## config.mk

```make
export PLATFORM = sky130hd
export DESIGN_NAME = mc_core_top
export DESIGN_NICKNAME = d
export VERILOG_FILES = /design/src/rtl/mc_core_top.sv
export SDC_FILE = /design/constraint.sdc
export NUM_CORES = 1
export LEC_CHECK = 0
export BUFFER_PORTS_ARGS = -buffer_cell sky130_fd_sc_hd__clkbuf_2
export CORE_MARGIN = 8
export CORE_UTILIZATION = 45
export DETAILED_ROUTE_END_ITERATION = 10
export PLACE_DENSITY_LB_ADDON = 0.3
export REMOVE_ABC_BUFFERS = 1
export SYNTH_ARGS = -nofsm -noshare
export SYNTH_HDL_FRONTEND = slang
export SYNTH_SLANG_ARGS = --single-unit
export TNS_END_PERCENT = 1
```

## constraint.sdc

```tcl
create_clock -name clk -period 6.7 [get_ports clk]
set_clock_uncertainty 0.05 [all_clocks]
set_input_delay 1.34 -clock clk [delete_from_list [all_inputs] [get_ports clk]]
set_output_delay 1.34 -clock clk [all_outputs]
set_load 0.01 [all_outputs]
```

## src/rtl/mc_core_top.sv

```systemverilog
// Multicycle 9-bit-ISA core: FETCH/EXEC per instruction, req/ack data memory
// stage for LD/ST, start/done run control and a saturating busy-cycle counter.
module mc_core_top #(
  parameter int unsigned D  = 12,
  parameter int unsigned DW = 8,
  parameter int unsigned RA = 3,
  localparam int unsigned IW = 3 + 2 * RA
) (
  input  logic          clk,
  input  logic          reset,
  input  logic          start,
  output logic          busy,
  output logic          done,
  output logic [D-1:0]  imem_addr,
  input  logic [IW-1:0] imem_data,
  output logic          dmem_req,
  output logic          dmem_we,
  output logic [DW-1:0] dmem_addr,
  output logic [DW-1:0] dmem_wdata,
  input  logic [DW-1:0] dmem_rdata,
  input  logic          dmem_ack,
  output logic [31:0]   cycles
);
  localparam int unsigned NREG = 1 << RA;

  typedef enum logic [2:0] {S_IDLE, S_FETCH, S_EXEC, S_MEM, S_DONE} state_t;
  typedef enum logic [2:0] {
    OP_ADD = 3'b000, OP_SUB = 3'b001, OP_AND = 3'b010, OP_XOR = 3'b011,
    OP_LDI = 3'b100, OP_LD  = 3'b101, OP_ST  = 3'b110, OP_BR  = 3'b111
  } op_t;

  state_t        state, state_nxt;
  logic [D-1:0]  pc;
  logic [IW-1:0] ir;
  logic [DW-1:0] regs [NREG];
  logic          z, n;

  op_t           op;
  logic [RA-1:0] rd, rs;
  logic          is_halt, is_mem, br_taken;
  logic [DW-1:0] a, b, alu_res, imm_ext;
  logic [D-1:0]  pc_inc, br_off;

  assign op       = op_t'(ir[IW-1 -: 3]);
  assign rd       = ir[2*RA-1 -: RA];
  assign rs       = ir[RA-1:0];
  assign is_halt  = &ir;
  assign is_mem   = (op == OP_LD) || (op == OP_ST);
  assign a        = regs[rd];
  assign b        = regs[rs];
  assign imm_ext  = {{(DW-RA){1'b0}}, rs};
  assign pc_inc   = pc + D'(1);
  assign br_off   = {{(D-RA){rs[RA-1]}}, rs};
  assign br_taken = rd[0] ? n : z;
  assign imem_addr = pc;

  always_comb begin
    alu_res = a + b;
    case (op)
      OP_SUB:  alu_res = a - b;
      OP_AND:  alu_res = a & b;
      OP_XOR:  alu_res = a ^ b;
      default: alu_res = a + b;
    endcase
  end

  always_ff @(posedge clk or negedge reset) begin
    if (!reset) state <= S_IDLE;
    else        state <= state_nxt;
  end

  always_comb begin
    state_nxt = state;
    busy      = 1'b0;
    done      = 1'b0;
    case (state)
      S_IDLE:  if (start) state_nxt = S_FETCH;
      S_DONE: begin
        done = 1'b1;
        if (start) state_nxt = S_FETCH;
      end
      S_FETCH: begin
        busy      = 1'b1;
        state_nxt = S_EXEC;
      end
      S_EXEC: begin
        busy = 1'b1;
        if (is_halt)     state_nxt = S_DONE;
        else if (is_mem) state_nxt = S_MEM;
        else             state_nxt = S_FETCH;
      end
      S_MEM: begin
        busy = 1'b1;
        if (dmem_ack) state_nxt = S_FETCH;
      end
      default: state_nxt = S_IDLE;
    endcase
  end

  always_ff @(posedge clk or negedge reset) begin
    if (!reset) begin
      pc         <= '0;
      ir         <= '0;
      regs       <= '{default: '0};
      z          <= 1'b0;
      n          <= 1'b0;
      cycles     <= '0;
      dmem_req   <= 1'b0;
      dmem_we    <= 1'b0;
      dmem_addr  <= '0;
      dmem_wdata <= '0;
    end else begin
      if (busy && (cycles != '1)) cycles <= cycles + 32'd1;
      case (state)
        S_IDLE, S_DONE: begin
          if (start) begin
            pc     <= '0;
            cycles <= '0;
          end
        end
        S_FETCH: ir <= imem_data;
        S_EXEC: begin
          case (op)
            OP_ADD, OP_SUB, OP_AND, OP_XOR: begin
              regs[rd] <= alu_res;
              z        <= (alu_res == '0);
              n        <= alu_res[DW-1];
              pc       <= pc_inc;
            end
            OP_LDI: begin
              regs[rd] <= imm_ext;
              pc       <= pc_inc;
            end
            OP_LD, OP_ST: begin
              dmem_req   <= 1'b1;
              dmem_we    <= (op == OP_ST);
              dmem_addr  <= b;
              dmem_wdata <= a;
            end
            default: if (!is_halt) pc <= br_taken ? pc + br_off : pc_inc;
          endcase
        end
        S_MEM: begin
          // pc advances only when the access completes, so a LD/ST retires in the ack cycle
          if (dmem_ack) begin
            dmem_req <= 1'b0;
            if (!dmem_we) regs[rd] <= dmem_rdata;
            pc <= pc_inc;
          end
        end
        default: ;
      endcase
    end
  end
endmodule

```

==> impl_metrics.env, run 1 <==
export IMPL_postRouteWirelength_um=22400
export IMPL_r2r_cells=18
export IMPL_clk_insertion_delay_late_ps=420
export IMPL_r2r_end="regs[6]$_DFFE_PN0P_"
export IMPL_avgSynthCellArea_um2=9.69
export IMPL_period_share=0.693
export IMPL_grt_pass1_wl_um=36200
export IMPL_setup_viol=0
export IMPL_hp_class="reg2reg"
export IMPL_synthTopCellsByCount="dfrtp_1, nor2_1, nand2_1"
export IMPL_place_congestion=0.941
export IMPL_clk_pin_slew_ps=60
export IMPL_cp_end_kind="flip-flop"
export IMPL_hold_worst_slack_ps=460
export IMPL_grt_antenna_before_repair=0
export IMPL_critical_path_class="reg2reg"
export IMPL_register_area_mm2=0.00350
export IMPL_tritoncts="yes"
export IMPL_finalCriticalPeriod_ps=4640
export IMPL_holdCritStartpoint="dmem_wdata[3]$_DFFE_PN0P_"
export IMPL_synth_distinct_cells=62
export IMPL_synth_edf_count=0
export IMPL_synth_ff_type="dfrtp_1"
export IMPL_multi_input_area_mm2=0.00456
export IMPL_wl_per_cell_um=19.1
export IMPL_async_reset_ff_frac=1.00
export IMPL_nFillCells=1628
export IMPL_numCtsBuffers=17
export IMPL_core_rowCount=49
export IMPL_yosysTopAreaCellShare=0.423
export IMPL_drt_pass1_iterations=5
export IMPL_initial_utilization=0.460
export IMPL_crit_path_start_kind="flip-flop"
export IMPL_worstHoldPathCells=1
export IMPL_ctsHoldBuffers=0
export IMPL_timing_rr_start="ir[0]$_DFFE_PN0P_"
export IMPL_holdPathEnd="dmem_wdata[3]$_DFFE_PN0P_"
export IMPL_worstPathRequired_ps=6920
export IMPL_clock_path_buffers=2
export IMPL_ioPinCount=85
export IMPL_antenna_cells=0
export IMPL_worstPathArrival_ps=4860
export IMPL_die_w_um=152
export IMPL_drv_cap=0
export IMPL_cts_root_buf="clkbuf_16"
export IMPL_core_mm2=0.0180
export IMPL_max_freq_mhz=215
export IMPL_grt_use_total=0.202
export IMPL_drive_gt1_frac=0.210
export IMPL_synthTopCellsByArea="dfrtp_1, mux2_2, nor2_1, ha_1, o21ai_0"
export IMPL_grt_max_degree=103
export IMPL_die_area_mm2=0.0230
export IMPL_yosysMostFrequentCell="dfrtp_1"
export IMPL_syn_inst=855
export IMPL_cp_max_fo=14
export IMPL_ys_ff_latch=140
export IMPL_post_cts_setup_buffers=0
export IMPL_drc_errors=0
export IMPL_vias=6917
export IMPL_cts_resized=0
export IMPL_viasPerCell=5.90
export IMPL_tns_ps=0
export IMPL_cts_max_level=4
export IMPL_synth_top_area_cell="dfrtp_1"
export IMPL_clock_sinks=140
export IMPL_grt_overflow_total=0
export IMPL_drt_initial_drc_count=630
export IMPL_ant_nets=0
export IMPL_rsz0062_at_grt="false"
export IMPL_tightest_slew_ps=1110
export IMPL_final_nets=983
export IMPL_grt_pass1_vias=6630
export IMPL_drv_slew=0
export IMPL_yosys_warnings=0
export IMPL_syn2layout_area_growth_pct=16.0
export IMPL_yosysSeqAreaShare=0.423
export IMPL_synth_area_mm2=0.00829
export IMPL_final_hold_viol_count=0
export IMPL_hpwl_um=16000
export IMPL_outcome="finished, final reports clean"
export IMPL_maxSlewHeadroom=0.256
export IMPL_r2r_setup_slack_ps=2060
export IMPL_portBuffers=84
export IMPL_dieHeight_um=152
-- sequential cells by signal (all words and copies together), names as in the netlist, 3 cells and up --
signal	cells
dmem_wdata	8
imem_addr	12
state	3
dmem_addr	8
cycles	32
ir	9
regs	64
-- logic make-up (layout without fill, tap and decap cells) --
| logic type | Yosys count | count (layout) | synth area share |
|---|---|---|---|
| simple gates | 297 | 297 | 0.166 |
| compound gates | 194 | 194 | 0.140 |
| flops | 140 | 140 | 0.423 |
| mux | 87 | 87 | 0.146 |
| buf+inv | 60 | 148 | 0.0282 |
| xor+xnor | 46 | 46 | 0.0486 |
| fa+ha+maj | 31 | 31 | 0.0486 |
-- worst max path at each step --
stage          cells after the start  slack [ps]                   end         startpoint
3_3_place_gp                      17        2180  regs[29]$_DFFE_PN0P_  ir[0]$_DFFE_PN0P_
6_report                          18        2060   regs[6]$_DFFE_PN0P_  ir[0]$_DFFE_PN0P_
4_1_cts                           18        2090   regs[6]$_DFFE_PN0P_  ir[0]$_DFFE_PN0P_
2_1_floorplan                     17        2560  regs[22]$_DFFE_PN0P_  ir[2]$_DFFE_PN0P_
5_1_grt                           18        1590  regs[30]$_DFFE_PN0P_  ir[0]$_DFFE_PN0P_
3_5_place_dp                      18        2120   regs[6]$_DFFE_PN0P_  ir[0]$_DFFE_PN0P_
-- metal layers --
layer,up-vias,global-route usage,share of wire
met5,-,0,0
met1,3390,0.277,0.45
li1,3232,-,-
met4,0,0.0706,0.022
met2,257,0.312,0.46
met3,38,0.0404,0.066
-- critical path: stages (launching register included) --
cell and delay [ps]:
dfrtp_1 560, buf_4 350, inv_1 200, o21ai_0 350, nor2_1 70, a21oi_1 320
ha_1 240, nor2_1 60, xnor2_1 130, ha_1 330, nor2b_1 150, o21a_1 170
o21ai_0 210, nand2b_1 90, a21oi_1 170, xor2_1 160, mux2i_1 110, a22oi_1 580
o21ai_0 200
-- per-stage QoR --
step	worst slack [ps]	cells	cell area, um2	utilization
after floorplan	2560	814	8130	-
after global placement	2180	1141	8950	0.496
after detailed placement	2120	1141	8950	0.496
after CTS	2090	1172	9620	0.533
after global routing	1590	1172	9620	0.533
final	2060	1172	9620	0.533
-- cell usage in the layout, fill, tap and decap left out, types with 4 or more instances in the layout --
master	Yosys	layout
a21o_1	7	7
a21oi_1	56	55
a22oi_1	4	4
a31oi_1	14	14
a32oi_1	4	4
and2_1	8	8
and3_1	10	10
buf_4	0	14
bufinv_16	0	5
clkbuf_16	0	17
clkbuf_2	0	83
clkbuf_8	0	4
dfrtp_1	140	140
ha_1	29	29
inv_1	19	19
mux2_2	42	42
mux2_4	4	4
mux2i_1	21	21
mux4_1	5	5
mux4_2	15	15
nand2_1	87	87
nand2b_1	7	7
nand3_1	19	19
nand4_1	7	7
nor2_1	101	101
nor2b_1	12	12
nor3_1	13	13
nor3b_1	5	5
nor4_1	4	4
o21ai_0	68	68
o21ai_1	5	5
o221ai_1	5	5
o311ai_0	4	4
or3_1	14	14
xnor2_1	27	27
xor2_1	19	19
-- final cells by class --
class	count	area share
Clock inverter	10	0.0194
Clock buffer	21	0.0500
Inverter	19	0.00742
Tap cell	229	0.0298
Sequential cell	140	0.364
Multi-Input combinational cell	655	0.474
Timing Repair Buffer	98	0.0553
Power of run 1 is not shown: default switching activity piles up to over one toggle a cycle in this logic, so the estimate is an artifact.
==> run 2: changes to the inputs <==
==> constraint.sdc (replaced) <==
create_clock -name clk -period 4.3 [get_ports clk]
set_clock_uncertainty 0.05 [all_clocks]
set_input_delay 0.86 -clock clk [delete_from_list [all_inputs] [get_ports clk]]
set_output_delay 0.86 -clock clk [all_outputs]
set_load 0.01 [all_outputs]
==> impl_metrics.env, run 2 (same netlist as run 1, synthesis figures left out) <==
export IMPL_outcome="finished, final reports clean"
export IMPL_syn2layout_area_growth_pct=16.0
export IMPL_portBuffers=84
export IMPL_multi_input_area_mm2=0.00456
export IMPL_drt_initial_drc_count=566
export IMPL_drv_slew=0
export IMPL_setup_viol=0
export IMPL_ant_nets=0
export IMPL_cts_max_level=4
export IMPL_drive_gt1_frac=0.221
export IMPL_post_layout_nonfiller_instances=1187
export IMPL_clock_sinks=140
export IMPL_hpwl_um=16300
export IMPL_critical_path_class="reg2reg"
export IMPL_cts_root_buf="clkbuf_16"
export IMPL_antenna_cells=0
export IMPL_grt_max_degree=99
export IMPL_worstHoldPathCells=2
export IMPL_p_per_area_mw_per_mm2=980
export IMPL_holdPathEnd="z$_DFFE_PN0P_"
export IMPL_clock_path_buffers=2
export IMPL_register_area_mm2=0.00350
export IMPL_core_mm2=0.0180
export IMPL_cp_max_fo=14
export IMPL_tightest_slew_ps=1020
export IMPL_largest_reg_flops=64
export IMPL_timing_rr_start="ir[2]$_DFFE_PN0P_"
export IMPL_p_leak_nw=4.40
export IMPL_r2r_setup_slack_ps=260
export IMPL_cp_end_kind="flip-flop"
export IMPL_numCtsBuffers=17
export IMPL_die_area_mm2=0.0230
export IMPL_top_register="regs"
export IMPL_final_hold_viol_count=0
export IMPL_initial_utilization=0.460
export IMPL_die_w_um=152
export IMPL_viasPerCell=5.88
export IMPL_dieHeight_um=152
export IMPL_hp_class="reg2reg"
export IMPL_drc_errors=0
export IMPL_drt_pass1_iterations=5
export IMPL_vias=6980
export IMPL_max_freq_mhz=248
export IMPL_r2r_cells=20
export IMPL_rsz0062_at_grt="false"
export IMPL_tns_ps=0
export IMPL_postRouteWirelength_um=22600
export IMPL_worstPathRequired_ps=4570
export IMPL_r2r_end="regs[23]$_DFFE_PN0P_"
export IMPL_grt_antenna_before_repair=0
export IMPL_nFillCells=1658
export IMPL_grt_use_total=0.203
export IMPL_maxSlewHeadroom=0.320
export IMPL_crit_path_start_kind="flip-flop"
export IMPL_ioPinCount=85
export IMPL_core_rowCount=49
export IMPL_final_nets=997
export IMPL_vdd_ir_drop_max_uv=556
export IMPL_clk_insertion_delay_late_ps=430
export IMPL_grt_pass1_vias=6689
export IMPL_grt_pass1_wl_um=36300
export IMPL_place_congestion=0.973
export IMPL_grt_overflow_total=0
export IMPL_finalCriticalPeriod_ps=4040
export IMPL_drv_cap=0
export IMPL_holdCritStartpoint="z$_DFFE_PN0P_"
export IMPL_clk_pin_slew_ps=60
export IMPL_dp_cells=1155
export IMPL_period_share=0.939
export IMPL_tritoncts="yes"
export IMPL_wl_per_cell_um=19.0
export IMPL_layout_common_cells="dfrtp_1, nor2_1, nand2_1, clkbuf_2, o21ai_0"
export IMPL_mostFrequentLayoutCell="dfrtp_1"
export IMPL_worstPathArrival_ps=4310
## run 2: cell type report
type | count | area share
Multi-Input combinational cell | 655 | 0.474
Sequential cell | 140 | 0.364
Timing Repair Buffer | 112 | 0.0675
Clock buffer | 19 | 0.0450
Tap cell | 229 | 0.0298
Clock inverter | 13 | 0.0124
Inverter | 19 | 0.00741
## run 2: how the worst max path moves through the flow
stage / startpoint / endpoint / slack, ps / depth (start not counted)
finish: ir[2]$_DFFE_PN0P_ / regs[23]$_DFFE_PN0P_ / 260 / 20
global route: ir[2]$_DFFE_PN0P_ / regs[23]$_DFFE_PN0P_ / 5 / 20
CTS: ir[0]$_DFFE_PN0P_ / regs[23]$_DFFE_PN0P_ / 240 / 16
detailed placement: ir[0]$_DFFE_PN0P_ / regs[63]$_DFFE_PN0P_ / 270 / 16
global placement: ir[0]$_DFFE_PN0P_ / regs[23]$_DFFE_PN0P_ / 330 / 12
floorplan: ir[2]$_DFFE_PN0P_ / regs[22]$_DFFE_PN0P_ / 160 / 17
## run 2: worst max-delay path, stage by stage, from the launching register on
cell,delay (ps)
dfrtp_1,400
buf_4,250
mux2i_1,280
nand2_1,80
o21ai_0,140
nor2_1,70
a21oi_1,190
ha_1,160
nor2_1,50
a21oi_1,220
inv_1,70
ha_1,270
nor2b_1,140
o2111ai_1,200
nand3_1,120
o21ai_0,240
nand2b_1,80
a21oi_1,240
xnor2_1,200
o21ai_2,170
mux2_2,280
## run 2: timing repair
item,in CTS,in global routing
hold buffers,0,0
gates resized for setup,0,1
setup endpoints to repair,0,9
setup buffers,0,0
## run 2: where the power goes
part	switching, mW	total [mW]	leakage, nW	internal [mW]
logic	3.34	5.76	2.36	2.42
clock network	0.602	1.40	0.248	0.796
registers	0.488	2.26	1.79	1.77
## run 2: metrics by stage
step	power (mW)	area, um2	utilization	setup slack (ps)	hold slack (ps)
after floorplan	6.17	8130	-	161	398
after global placement	7.84	9070	0.503	329	420
after detailed placement	7.91	9070	0.503	272	428
after CTS	9.37	9620	0.534	243	437
after global routing	10.1	9620	0.534	4.79	464
final	9.42	9620	0.534	262	431
## run 2: routing by layer
layer  vias up  track usage  part of all wire
li1       3267            -                 -
met1      3381        0.270              0.44
met2       275        0.320              0.47
met3        57       0.0404             0.067
met4         0       0.0774             0.027
met5         -            0                 0
No activity file was read; power rests on OpenSTA's default activity.
==> run 3: changes to the inputs <==
--- a/config.mk
+++ b/config.mk
@@ -5,10 +5,10 @@
 export SDC_FILE = /design/constraint.sdc
 export NUM_CORES = 1
 export LEC_CHECK = 0
-export BUFFER_PORTS_ARGS = -buffer_cell sky130_fd_sc_hd__clkbuf_2
 export CORE_MARGIN = 8
 export CORE_UTILIZATION = 45
 export DETAILED_ROUTE_END_ITERATION = 10
+export DONT_BUFFER_PORTS = 1
 export PLACE_DENSITY_LB_ADDON = 0.3
 export REMOVE_ABC_BUFFERS = 1
 export SYNTH_ARGS = -nofsm -noshare
==> impl_metrics.env, run 3 (same netlist as run 1, synthesis figures left out) <==
export IMPL_mostFrequentLayoutCell="dfrtp_1"
export IMPL_hp_class="in2async"
export IMPL_viasPerCell=5.99
export IMPL_finalCriticalPeriod_ps=4030
export IMPL_initial_utilization=0.460
export IMPL_timing_rr_start="ir[5]$_DFFE_PN0P_"
export IMPL_setup_viol=0
export IMPL_cts_root_buf="clkbuf_16"
export IMPL_grt_pass1_wl_um=35700
export IMPL_grt_antenna_before_repair=2
export IMPL_clk_pin_slew_ps=60
export IMPL_drv_cap=0
export IMPL_core_rowCount=49
export IMPL_tns_ps=0
export IMPL_dieHeight_um=152
export IMPL_die_w_um=152
export IMPL_nFillCells=1647
export IMPL_rsz0062_at_grt="false"
export IMPL_wl_per_cell_um=20.3
export IMPL_drive_gt1_frac=0.143
export IMPL_maxSlewHeadroom=0.308
export IMPL_grt_use_total=0.200
export IMPL_vias=6573
export IMPL_core_mm2=0.0180
export IMPL_cp_max_fo=18
export IMPL_final_hold_viol_count=0
export IMPL_clock_sinks=140
export IMPL_post_cts_setup_buffers=0
export IMPL_ant_nets=0
export IMPL_clock_path_buffers=2
export IMPL_grt_max_degree=141
export IMPL_period_share=0.936
export IMPL_worstPathRequired_ps=4510
export IMPL_tightest_slew_ps=1040
export IMPL_grt_overflow_total=0
export IMPL_place_congestion=0.964
export IMPL_critical_path_class="reg2reg"
export IMPL_ctsHoldBuffers=0
export IMPL_largest_reg_flops=64
export IMPL_antenna_cells=0
export IMPL_portBuffers=0
export IMPL_drc_errors=0
export IMPL_r2r_end="regs[20]$_DFFE_PN0P_"
export IMPL_multi_input_area_mm2=0.00456
export IMPL_syn2layout_area_growth_pct=10.7
export IMPL_cp_end_kind="flip-flop"
export IMPL_max_freq_mhz=248
export IMPL_layout_common_cells="dfrtp_1, nor2_1, nand2_1, o21ai_0, a21oi_1"
export IMPL_top_register="regs"
export IMPL_postRouteWirelength_um=22200
export IMPL_numCtsBuffers=17
export IMPL_clk_insertion_delay_late_ps=430
export IMPL_drv_slew=0
export IMPL_register_area_mm2=0.00350
export IMPL_final_nets=908
export IMPL_r2r_setup_slack_ps=270
export IMPL_r2r_cells=13
export IMPL_worstPathArrival_ps=4240
export IMPL_fin_area_mm2=0.00917
export IMPL_place_area_mm2=0.00860
export IMPL_drt_initial_drc_count=468
export IMPL_die_area_mm2=0.0230
export IMPL_drt_pass1_iterations=5
export IMPL_ioPinCount=85
export IMPL_outcome="finished, final reports clean"
export IMPL_hpwl_um=15800
export IMPL_cts_max_level=4
export IMPL_crit_path_start_kind="flip-flop"
export IMPL_tritoncts="yes"
export IMPL_hold_worst_slack_ps=81.3
export IMPL_grt_pass1_vias=6397
[run 3: how the worst max path moves through the flow]
| stage | end | start | cells after the start | slack, ps |
|---|---|---|---|---|
| after global routing | regs[29]$_DFFE_PN0P_ | ir[5]$_DFFE_PN0P_ | 16 | 50 |
| after floorplan | regs[22]$_DFFE_PN0P_ | ir[2]$_DFFE_PN0P_ | 17 | 160 |
| after CTS | regs[55]$_DFFE_PN0P_ | ir[0]$_DFFE_PN0P_ | 16 | 260 |
| final | regs[20]$_DFFE_PN0P_ | ir[5]$_DFFE_PN0P_ | 13 | 270 |
| after global placement | regs[21]$_DFFE_PN0P_ | ir[0]$_DFFE_PN0P_ | 16 | 410 |
| after detailed placement | regs[39]$_DFFE_PN0P_ | ir[0]$_DFFE_PN0P_ | 16 | 300 |
[run 3: cell type report]
class,instances,share of cell area
clock buffer,19,0.0494
clock inverter,12,0.0134
multi-input combinational,655,0.497
inverter,19,0.00777
timing repair buffer,23,0.0188
tap,229,0.0312
sequential,140,0.382
[run 3: layer usage]
layer,GRT usage,up-vias,wire (um)
li1,-,3097,-
met1,0.257,3218,9710
met2,0.315,213,10400
met3,0.0618,41,1700
met4,0.0681,4,435
met5,0,-,28
[run 3: per-stage QoR]
| step | setup slack, ps | utilization | std cells |
|---|---|---|---|
| floorplan | 161 | - | 814 |
| detailed placement | 296 | 0.477 | 1066 |
| global route | 51.9 | 0.509 | 1097 |
| global placement | 410 | 0.477 | 1066 |
| finish | 273 | 0.509 | 1097 |
| CTS | 257 | 0.509 | 1097 |
[run 3: critical path, cell delays in order (launching register included)]
cell	delay [ps]
dfrtp_1	820
buf_4	300
mux2i_1	180
o21ai_0	80
o21ai_0	160
o211ai_1	240
ha_1	420
nor2b_1	160
o21a_1	180
or3_1	310
a31oi_1	230
o21ai_0	110
o21ai_1	400
o21ai_0	220
[run 3: what timing repair did]
| action | 4_1_cts | 5_1_grt |
|---|---|---|
| resized for setup | 0 | 1 |
| hold endpoints to repair | 0 | 0 |
| setup endpoints to repair | 0 | 16 |
Power of run 3 is left out for the same reason.
